<file path="config.mk">
export PLATFORM = sky130hd
export DESIGN_NAME = seg7_scan_mux
export DESIGN_NICKNAME = d
export VERILOG_FILES = /design/src/rtl/seg7_pkg.sv /design/src/rtl/seg7_hex_decode.sv /design/src/rtl/seg7_scan_mux.sv
export SDC_FILE = /design/constraint.sdc
export NUM_CORES = 1
export LEC_CHECK = 0
export ABC_AREA = 1
export CORE_ASPECT_RATIO = 2
export CORE_UTILIZATION = 56
export CTS_CLUSTER_SIZE = 12
export DETAILED_ROUTE_END_ITERATION = 16
export PLACE_DENSITY = 0.8
export SYNTH_ARGS = -nofsm -noshare
export SYNTH_HDL_FRONTEND = slang
export SYNTH_HIERARCHICAL = 1
export SYNTH_SLANG_ARGS = --single-unit
</file>
<file path="constraint.sdc">
create_clock -name clk -period 2.32 [get_ports clk]
set_input_delay 0.464 -clock clk [delete_from_list [all_inputs] [get_ports clk]]
set_output_delay 0.464 -clock clk [all_outputs]
set_load 0.1 [all_outputs]
</file>
<file path="src/rtl/seg7_pkg.sv">
// Shared constants and types for the seven-segment scan multiplexer:
// hex-to-segment table (active low, bit7 = dp), blank pattern and digit record.
package seg7_pkg;

  localparam logic [7:0] SEG_OFF = 8'hFF;

  // Entry n is the active-low a..g pattern for hex digit n, dp bit held high.
  localparam logic [15:0][7:0] SEG_LUT = {
    8'h8E, 8'h86, 8'hA1, 8'hC6, 8'h83, 8'h88, 8'h90, 8'h80,
    8'hF8, 8'h82, 8'h92, 8'h99, 8'hB0, 8'hA4, 8'hF9, 8'hC0
  };

  typedef struct packed {
    logic [3:0] nib;
    logic       dp;
    logic       blank;
  } digit_t;

endpackage

</file>
<file path="src/rtl/seg7_hex_decode.sv">
// Combinational hex nibble + decimal point to active-low segment pattern.
module seg7_hex_decode
  import seg7_pkg::*;
(
  input  logic [3:0] nib,
  input  logic       dp,
  output logic [7:0] seg
);

  always_comb begin
    seg = SEG_LUT[nib];
    if (dp) seg[7] = 1'b0;
  end

endmodule

</file>
<file path="src/rtl/seg7_scan_mux.sv">
// Double-buffered N-digit common-anode scan multiplexer; new data commits only
// at frame boundaries. Optional anode dimming is built when SEG7_DIM_EN is defined.
module seg7_scan_mux
  import seg7_pkg::*;
#(
  parameter int NUM_DIGITS = 4,
  parameter int SCAN_DIV   = 100_000
) (
  input  logic                    clk,
  input  logic                    rst_n,
  input  logic [4*NUM_DIGITS-1:0] digit_data_i,
  input  logic [NUM_DIGITS-1:0]   dp_i,
  input  logic [NUM_DIGITS-1:0]   blank_i,
  input  logic                    load_i,
  input  logic [3:0]              brightness_i,
  output logic [7:0]              seg,
  output logic [NUM_DIGITS-1:0]   an,
  output logic                    frame_o
);

  localparam int PW = $clog2(SCAN_DIV);
  localparam int IW = (NUM_DIGITS > 1) ? $clog2(NUM_DIGITS) : 1;
  localparam logic [PW-1:0] PRE_LAST = PW'(SCAN_DIV - 1);
  localparam logic [IW-1:0] IDX_LAST = IW'(NUM_DIGITS - 1);

  logic [PW-1:0]         prescaler;
  logic [IW-1:0]         idx;
  logic                  pend_valid;
  digit_t                pend_q    [NUM_DIGITS];
  digit_t                act_q     [NUM_DIGITS];
  digit_t                in_digits [NUM_DIGITS];
  digit_t                cur;
  logic                  tick;
  logic                  frame_edge;
  logic                  anode_en;
  logic [7:0]            dec_seg;
  logic [NUM_DIGITS-1:0] an_onehot;

  assign tick       = (prescaler == PRE_LAST);
  assign frame_edge = tick && (idx == IDX_LAST);
  assign cur        = act_q[idx];
  assign an_onehot  = NUM_DIGITS'(1) << idx;

  always_comb begin
    for (int i = 0; i < NUM_DIGITS; i++) begin
      in_digits[i] = '{nib: digit_data_i[4*i +: 4], dp: dp_i[i], blank: blank_i[i]};
    end
  end

  seg7_hex_decode u_dec (
    .nib (cur.nib),
    .dp  (cur.dp),
    .seg (dec_seg)
  );

`ifdef SEG7_DIM_EN
  logic [3:0] bright_q;

  always_ff @(posedge clk or negedge rst_n) begin
    if (!rst_n)    bright_q <= '0;
    else if (tick) bright_q <= brightness_i;
  end

  // Anode on for the first (bright+1)/16 of the slot; level 15 means the whole slot.
  assign anode_en = (bright_q == 4'hF) ||
                    (32'(prescaler) < (32'(bright_q) + 32'd1) * 32'(SCAN_DIV / 16));
`else
  logic unused_brightness;
  assign unused_brightness = ^brightness_i;
  assign anode_en          = 1'b1;
`endif

  // load_i has no ready: every asserted cycle is accepted and overwrites pending.
  // Ordering below lets a same-cycle load land in pending after the commit reads it.
  always_ff @(posedge clk or negedge rst_n) begin
    if (!rst_n) begin
      prescaler  <= '0;
      idx        <= '0;
      pend_valid <= 1'b0;
      seg        <= SEG_OFF;
      an         <= '1;
      frame_o    <= 1'b0;
      for (int i = 0; i < NUM_DIGITS; i++) begin
        pend_q[i] <= '0;
        act_q[i]  <= '0;
      end
    end else begin
      prescaler <= tick ? '0 : prescaler + PW'(1);
      if (tick) idx <= (idx == IDX_LAST) ? '0 : idx + IW'(1);
      frame_o <= frame_edge;

      if (frame_edge && pend_valid) begin
        act_q      <= pend_q;
        pend_valid <= 1'b0;
      end
      if (load_i) begin
        pend_q     <= in_digits;
        pend_valid <= 1'b1;
      end

      if (cur.blank) begin
        an  <= '1;
        seg <= SEG_OFF;
      end else begin
        an  <= anode_en ? ~an_onehot : '1;
        seg <= dec_seg;
      end
    end
  end

endmodule
</file>
**After elaboration in Yosys (flattened, before gate mapping)**

Memories as Yosys holds them, arrays and structs flattened.
Index checks and enable logic that the tools add are counted.

- Flip-flop bits (word level): 81
- ROM bits: 128
- Input port bits: 31
- Output and inout bits: 13
- Logic and storage cells: 54
- Memories: 1

Memory list:

| name | depth | bits a word | rd ports | clocked after Yosys merged registers in | wr ports | line | source |
|---|---|---|---|---|---|---|---|
| (name not given) | 16 | 8 | 1 | 0 | 0 | seg7_hex_decode.sv:11 | `seg = SEG_LUT[nib];` |

- $add $sub $neg: 2
- Order comparisons: 2
- Equal/unequal tests: 2
- Shift-type cells: 1
- Muxes and demuxes: 11
- Bitwise operators: 2
- Reductions and logical operators: 3

Operators by type and width:

| kind | number |
|---|---|
| $add 17x1->17 const B | 1 |
| $eq 17x17->1 const B | 1 |
| $mux 17 | 1 |
| $mux 8 | 2 |
| $bmux 6 s2 | 1 |
| $mux 6 | 2 |
| $lt 4x5->1 const B | 1 |
| $mux 4 | 1 |
| $not 4->4 | 1 |
| $shl 1x2->4 const A | 1 |
| $ge 3x3->1 const B | 1 |
| $mux 1 | 3 |
| $not 2->3 | 1 |
| $add 2x1->2 const B | 1 |
| $eq 2x2->1 const B | 1 |
| $logic_and 1x1->1 | 2 |
| $mux 2 | 1 |
| $reduce_bool 2->1 | 1 |

**Depth between registers and ports, before layout**

Gate-level depths: netlist of the first run.

- Depth after elaboration: 8
- Depth in mapped cells: 12
- Depth with buffers taken out: 11

**By module**

The synthesis of the first run kept the hierarchy.

By module, submodules not included:

| module | instances | cells each | area an instance (um^2) | seq. area each (um^2) |
|---|---|---|---|---|
| seg7_scan_mux | 1 | 435 | 3744.8 | 2042.0 |
| seg7_hex_decode | 1 | 50 | 277.8 | 0.0 |

**Least setup slack after synthesis of the first run**

No wires, ideal clock.

- Path kind: register to register
- From: register idx[0]
- To: register seg[3]
- Library setup time: 0.060 ns
- Data arrival time: 1.948 ns
- Required time: 2.260 ns
- Path slack: 0.312 ns
- Stages on the path, launching flop included: 12
- Buffers on the path: 1
- Period minus slack after synthesis: 2.008 ns
- Path through: dfrtp_1 > inv_1 > clkbuf_1 > o21ai_0 > o22ai_1 > inv_1 > ha_1 > nand2_1 > nand3_1 > nand2_1 > inv_1 > nand2_1

RTL lines:

| element | line | source |
|---|---|---|
| start, declared | seg7_scan_mux.sv:27 | `logic [IW-1:0] idx;` |
| start signal, assigned | seg7_scan_mux.sv:89 | `if (tick) idx <= (idx == IDX_LAST) ? '0 : idx + IW'(1);` |
| end signal, assigned | seg7_scan_mux.sv:106 | `seg <= dec_seg;` |
| end, declared | seg7_scan_mux.sv:16 | `output logic [7:0] seg,` |

==> impl_metrics.csv, run 1 <==
group,metric,value,unit
route,dr.first_iter.drc_count,159,
synth,synthFlopType,"dfrtp_1",
pwr,p_seq_frac,0.472,
global_routing,antenna_found_initial,0,
synth,syn_nets,528,
setup_path,worstSetupPathType,"reg -> reg",
pwr,p_int,0.00251,W
pwr,power.leakage,2.48,nW
status,status,"finished clean",
global_routing,grt_pass1_wl,13400,um
clocking,cts_tree,"yes",
sta,finalSetupViolCount,0,
route,route.detailed.drc,0,
global_routing,grt_pass1_vias,3089,
floorplan,start_util,0.580,
synth,synthAdderAreaFrac,0.0373,
synth,synth-async-reset-ratio,1.00,
setup_path,r2r_setup_slack,0.25,ns
worst_hold_path,hp-class,"in -> async",
pwr,combPwrFrac,0.039,
finish,layout.cells.non_filler,617,
synth,ys_warn_count,6,
placed_design,dp_cells,601,
synth,synth_top_family_by_area,"simple AND/OR/NAND/NOR gates",
floorplan,core,6940,um2
sta,relSlewSlack,0.547,
sta,slew_viol_final,0,
finish,nets,565,
clocking,cts-buffers-inserted,9,
floorplan,die_h,122,um
clocking,cts.htree.levels,3,
global_routing,overflow,0,
synth,synth_area_leader_cell,"dfrtp_1",
setup_path,arrival,2.31,ns
synth,synth-compound-area-share,0.0348,
sta,hold_viol_final,0,
sta,tns,0,ns
floorplan,die_area,7550,um2
route,ant_nets,0,
route,wl,7800,um
pwr,powerDensity,657,nW/um2
synth,avgSynthCellArea,8.29,um2
sta,finalClockSkew,0.00627,ns
clocking,cts_resized,0,
route,drtPass1Iterations,4,
pwr,swShare,0.195,
synth,syn_area,4020,um2
clocking,postCtsSetupBuffers,0,
pwr,vdd_ir_drop_max,0.000573,V
synth,yosys.area_share.simple,0.317,
finish,area_growth,18.1,%
clocking,cts_sinks,81,
pwr,p_switching,0.000608,W
setup_path,path_cells,"buf_4 > o21ai_0 > o22ai_1 > inv_1 > ha_1 > inv_1 > nand2_1 > nand3_1 > nand2_1 > inv_1 > nand2_1",
setup_path,crit_path_end_kind,"flop",
clocking,clockBufferDepth,2,
setup_path,crit_required,2.56,ns
sta,period_share,0.892,
placed_design,port_buffers,39,
global_routing,track_usage,0.245,
setup_path,crit_family,"buffers and inverters",
sta,rsz0062_at_grt,"no",
synth,ys_seq_area_frac,0.508,
route,wire_per_inst,12.6,um
sta,setup_ws,0.250,ns
floorplan,io_pins,44,
placed_design,placed_area,4420,um2
clocking,root_buffer,"clkbuf_16",
setup_path,crit_path_top_delay_cell,"dfrtp_1",
placed_design,gp_congestion,0.875,
global_routing,grt_start_max_net_pins,44,
clocking,cts-hold-fix-buffers,0,
setup_path,path_max_fanout,9,
route,vias_per_cell,5.15,
synth,synth_xor_area_frac,0.0218,
synth,synth_edf_count,0,
finish,fillerInstances,554,
finish,stdcell_area,4750,um2
floorplan,num_rows,43,
setup_path,startpoint_type,"flop",
synth,synth_cell_type_count,29,
sta,tightestPinTransition,0.680,ns
synth,synth_area_leaders,"dfrtp_1 (43%), nand2_1 (17%), dfstp_2 (7.8%)",
synth,yosys_register_bits,81,
setup_path,r2r_start,"idx[0]$_DFFE_PN0N_",
sta,fin_crit,2.07,ns
clocking,cts.clk_slew.worst_paths,0.06,ns
sta,fmax,483,MHz
pwr,clkPwrFrac,0.490,
clocking,insertion_delay,0.33,ns
setup_path,crit_start,"idx[0]$_DFFE_PN0N_",
synth,synth_top_area_share,0.429,
finish,diodes,0,
route,vias,3176,
placed_design,pre_cts_slack,0.310,ns
run,maxCapViolCount,0,
floorplan,die_w,61.9,um
setup_path,cpPeakStageDelay,0.51,ns
synth,synth_mux_area_frac,0,
setup_path,path_buf_inv,4,
finish,drive_gt1_frac,0.137,
synth,synthCells,485,
placed_design,dpl.hpwl,5800,um
## synthesized netlist by cell type (all sizes together), types with 7 or more instances
library cell,count
buf,16
clkbuf,7
dfrtp,69
dfstp,12
ha,12
inv,44
nand2,185
nand3,23
nand4,30
nor2,44
o21ai,15
xor2,10
## path summary, 6_finish.rpt
path,to,depth (start not counted)
max in group asynchronous,an[3]$_DFF_PN1_,2
min in group clk,act_q[7]$_DFFE_PN0P_,2
min reg2reg,act_q[7]$_DFFE_PN0P_,2
min,prescaler[15]$_DFF_PN0_,1
max reg2reg,seg[3]$_DFF_PN1_,11
max,seg[3]$_DFF_PN1_,11
## area by class of cell
cell class / instances / area (um2) / share of cell area
clock buffers: 12 / 256 / 0.0540
clock inverters: 4 / 73.8 / 0.0155
multi-input cells: 336 / 1650 / 0.348
flip-flops and latches: 81 / 2040 / 0.430
well taps: 90 / 113 / 0.0237
repair buffers: 49 / 443 / 0.0932
inverters: 45 / 169 / 0.0356
## cells in the final DEF (no fill, tap or decap), types with 9 or more instances in the layout
cell type and instances:
nand2_1 181, clkbuf_16 9, buf_4 23, xor2_1 10, nand4_1 29, dfrtp_1 69
inv_1 38, nand3_1 23, clkdlybuf4s50_1 25, nor2_1 36, o21ai_0 13, dfstp_2 12
ha_1 12
## per-stage QoR
stage	utilization	hold WS, ns	total power, W
final	0.685	0.0867	0.00312
after global routing	0.685	0.122	0.00322
after global placement	0.637	0.443	0.00161
after floorplan	-	0.168	0.00153
after detailed placement	0.637	0.453	0.00162
after CTS	0.685	0.0967	0.00316
## sequential cells by signal, summed over array words and instances (netlist names)
register / flops
prescaler: 17
idx: 2
pend_q: 24
seg: 8
an: 4
frame_o: 1
pend_valid: 1
act_q: 24
## layer usage
layer / track usage / part of all wire
met2: 0.443 / 0.57
met1: 0.246 / 0.36
met5: 0 / 0
met4: 0.144 / 0.039
met3: 0.0414 / 0.026
## power groups by stage
| stage | logic [W] | registers, W | clock network, W |
|---|---|---|---|
| after floorplan | 0.0000427 | 0.00149 | 0 |
| after global placement | 0.000120 | 0.00149 | 0 |
| after detailed placement | 0.000124 | 0.00149 | 0 |
| after CTS | 0.000125 | 0.00147 | 0.00156 |
| after global routing | 0.000141 | 0.00148 | 0.00160 |
| final | 0.000121 | 0.00147 | 0.00153 |
## logic make-up after synthesis
kind of cell             after synthesis
XOR/XNOR                              10
AO/OA/AOI/OAI                         25
flip-flops                            81
adder cells (fa/ha/maj)               12
buffers and inverters                 68
AND/OR/NAND/NOR                      289
## worst register-to-register path, cell delays in order, from the launching register on
cell,delay [ns]
dfrtp_1,0.51
buf_4,0.21
o21ai_0,0.09
o22ai_1,0.34
inv_1,0.20
ha_1,0.22
inv_1,0.08
nand2_1,0.09
nand3_1,0.08
nand2_1,0.06
inv_1,0.05
nand2_1,0.05
Power figures use the tool's default switching activity.
==> run 2: changes to the inputs <==
--- a/config.mk
+++ b/config.mk
@@ -10,7 +10,7 @@
 export CORE_UTILIZATION = 56
 export CTS_CLUSTER_SIZE = 12
 export DETAILED_ROUTE_END_ITERATION = 16
-export PLACE_DENSITY = 0.8
+export PLACE_DENSITY_LB_ADDON = 0.15
 export SYNTH_ARGS = -nofsm -noshare
 export SYNTH_HDL_FRONTEND = slang
 export SYNTH_HIERARCHICAL = 1
==> impl_metrics.csv, run 2 (synthesis gave the netlist of run 1 again) <==
group,metric,value,unit
setup_path,cpPeakStageDelay,0.49,ns
global_routing,grt.busiest_layer,"met2",
clocking,clockBufferDepth,2,
finish,drive_gt1_frac,0.131,
placed_design,gp_congestion,0.908,
setup_path,crit_path_frequent_cell,"nand2_1",
sta,finalSetupViolCount,0,
worst_hold_path,hp-class,"in -> async",
route,vias,3218,
placed_design,port_buffers,39,
setup_path,worstSetupPathType,"reg -> reg",
pwr,vdd_ir_drop_max,0.000599,V
finish,nets,565,
sta,hold_viol_final,0,
finish,final_util,0.677,
setup_path,startpoint_type,"flop",
clocking,cts-hold-fix-buffers,0,
sta,fmax,489,MHz
finish,area_growth,16.8,%
sta,slew_viol_final,0,
clocking,cts_tree,"yes",
sta,period_share,0.882,
floorplan,die_h,122,um
finish,regArea,2040,um2
pwr,p_switching,0.000593,W
floorplan,die_w,61.9,um
run,maxCapViolCount,0,
sta,rsz0062_at_grt,"no",
floorplan,start_util,0.580,
pwr,combPwrFrac,0.041,
sta,tightestPinTransition,0.711,ns
sta,relSlewSlack,0.526,
floorplan,io_pins,44,
finish,fillerInstances,592,
route,route.detailed.drc,0,
clocking,insertion_delay,0.34,ns
global_routing,grt_use_met1,0.260,
placed_design,placed_area,4420,um2
pwr,swShare,0.203,
finish,stdcell_area,4700,um2
route,vias_per_cell,5.22,
pwr,powerDensity,623,nW/um2
clocking,root_buffer,"clkbuf_16",
route,ant_nets,0,
floorplan,core,6940,um2
pwr,p_int,0.00234,W
global_routing,grt_util_met2,0.417,
sta,fin_crit,2.05,ns
sta,finalClockSkew,0.00899,ns
setup_path,path_cells,"clkinv_1 > o21ai_0 > o22ai_1 > buf_4 > ha_1 > nand2_1 > o21ai_1 > nand2_1 > nand2_1 > inv_1 > nand2_1",
setup_path,crit_path_top_delay_cell,"dfrtp_1",
sta,tns,0,ns
route,dr.first_iter.drc_count,168,
setup_path,crit_required,2.56,ns
finish,final_cell_mix,"nand2_1 (181), dfrtp_1 (69), inv_1 (38)",
global_routing,use_met3,0.0520,
clocking,cts-buffers-inserted,9,
global_routing,grt_start_max_net_pins,46,
pwr,p_seq_frac,0.503,
placed_design,dpl.hpwl,5820,um
route,wl,7890,um
finish,diodes,0,
finish,largestRegisters,"act_q: 24 flops, pend_q: 24 flops, prescaler: 17 flops",
global_routing,track_usage,0.241,
setup_path,crit_path_end_kind,"flop",
global_routing,antenna_found_initial,0,
floorplan,die_area,7550,um2
status,status,"finished clean",
global_routing,overflow,0,
clocking,cts.clk_slew.worst_paths,0.06,ns
global_routing,grt_pass1_vias,3000,
setup_path,path_max_fanout,10,
setup_path,r2r_setup_slack,0.27,ns
clocking,cts_sinks,81,
route,wire_per_inst,12.8,um
finish,layout_commonest_cell,"nand2_1",
route,drtPass1Iterations,4,
clocking,cts.htree.levels,3,
pwr,clkPwrFrac,0.456,
floorplan,num_rows,43,
global_routing,grt_pass1_wl,13200,um
clocking,cts_resized,0,
setup_path,arrival,2.29,ns
sta,hold_ws,0.0742,ns
pwr,power.leakage,2.45,nW
finish,multi_input_area,1650,um2
clocking,postCtsSetupBuffers,0,
-- run 2: per-stage QoR --
| step | power [W] | std cells | setup WS (ns) |
|---|---|---|---|
| 2_1_floorplan | 0.00153 | 485 | 0.312 |
| 3_3_place_gp | 0.00161 | 601 | 0.366 |
| 3_5_place_dp | 0.00162 | 601 | 0.274 |
| 4_1_cts | 0.00296 | 616 | 0.261 |
| 5_1_grt | 0.00304 | 616 | 0.0737 |
| 6_report | 0.00293 | 616 | 0.273 |
-- run 2: worst paths after layout --
kind	from	to	depth (start not counted)
worst max-delay path	idx[1]$_DFFE_PN0N_	seg[5]$_DFF_PN1_	11
worst min-delay path	rst_n	prescaler[8]$_DFF_PN0_	1
worst max register to register	idx[1]$_DFFE_PN0N_	seg[5]$_DFF_PN1_	11
worst min register to register	prescaler[0]$_DFF_PN0_	prescaler[0]$_DFF_PN0_	1
max in group asynchronous	rst_n	seg[2]$_DFF_PN1_	2
min in group clk	prescaler[0]$_DFF_PN0_	prescaler[0]$_DFF_PN0_	1
-- run 2: area by class of cell --
| class | instances | area share |
|---|---|---|
| clock buffers | 12 | 0.0503 |
| clock inverters | 3 | 0.00905 |
| inverters | 45 | 0.0359 |
| multi-input cells | 336 | 0.352 |
| flip-flops and latches | 81 | 0.435 |
| well taps | 90 | 0.0240 |
| repair buffers | 49 | 0.0942 |
-- run 2: metal layers --
| layer | wire [um] | vias up |
|---|---|---|
| li1 | - | 1607 |
| met1 | 3040 | 1506 |
| met2 | 4310 | 83 |
| met3 | 248 | 22 |
| met4 | 290 | 0 |
| met5 | 0 | - |
-- run 2: power groups by stage --
stage	sequential, W	clock [W]	combinational, W
floorplan	0.00149	0	0.0000427
global placement	0.00149	0	0.000121
detailed placement	0.00150	0	0.000125
CTS	0.00147	0.00136	0.000126
global route	0.00148	0.00142	0.000142
finish	0.00147	0.00134	0.000121
-- run 2: critical path, delay by kind of cell, from the launching register on --
kind,cells,cell delay (ns)
buffers and inverters,3,0.55
DFF,1,0.49
AOI/OAI and AO/OA,3,0.42
and+or+nand+nor,4,0.29
adders and majority gates,1,0.20
==> run 3: changes to the inputs <==
--- a/config.mk
+++ b/config.mk
@@ -10,6 +10,7 @@
 export CORE_UTILIZATION = 56
 export CTS_CLUSTER_SIZE = 12
 export DETAILED_ROUTE_END_ITERATION = 16
+export GPL_ROUTABILITY_DRIVEN = 1
 export PLACE_DENSITY_LB_ADDON = 0.15
 export SYNTH_ARGS = -nofsm -noshare
 export SYNTH_HDL_FRONTEND = slang
==> results of run 3 <==
No change in the layout: final DEF, timing and power equal those of run 2.
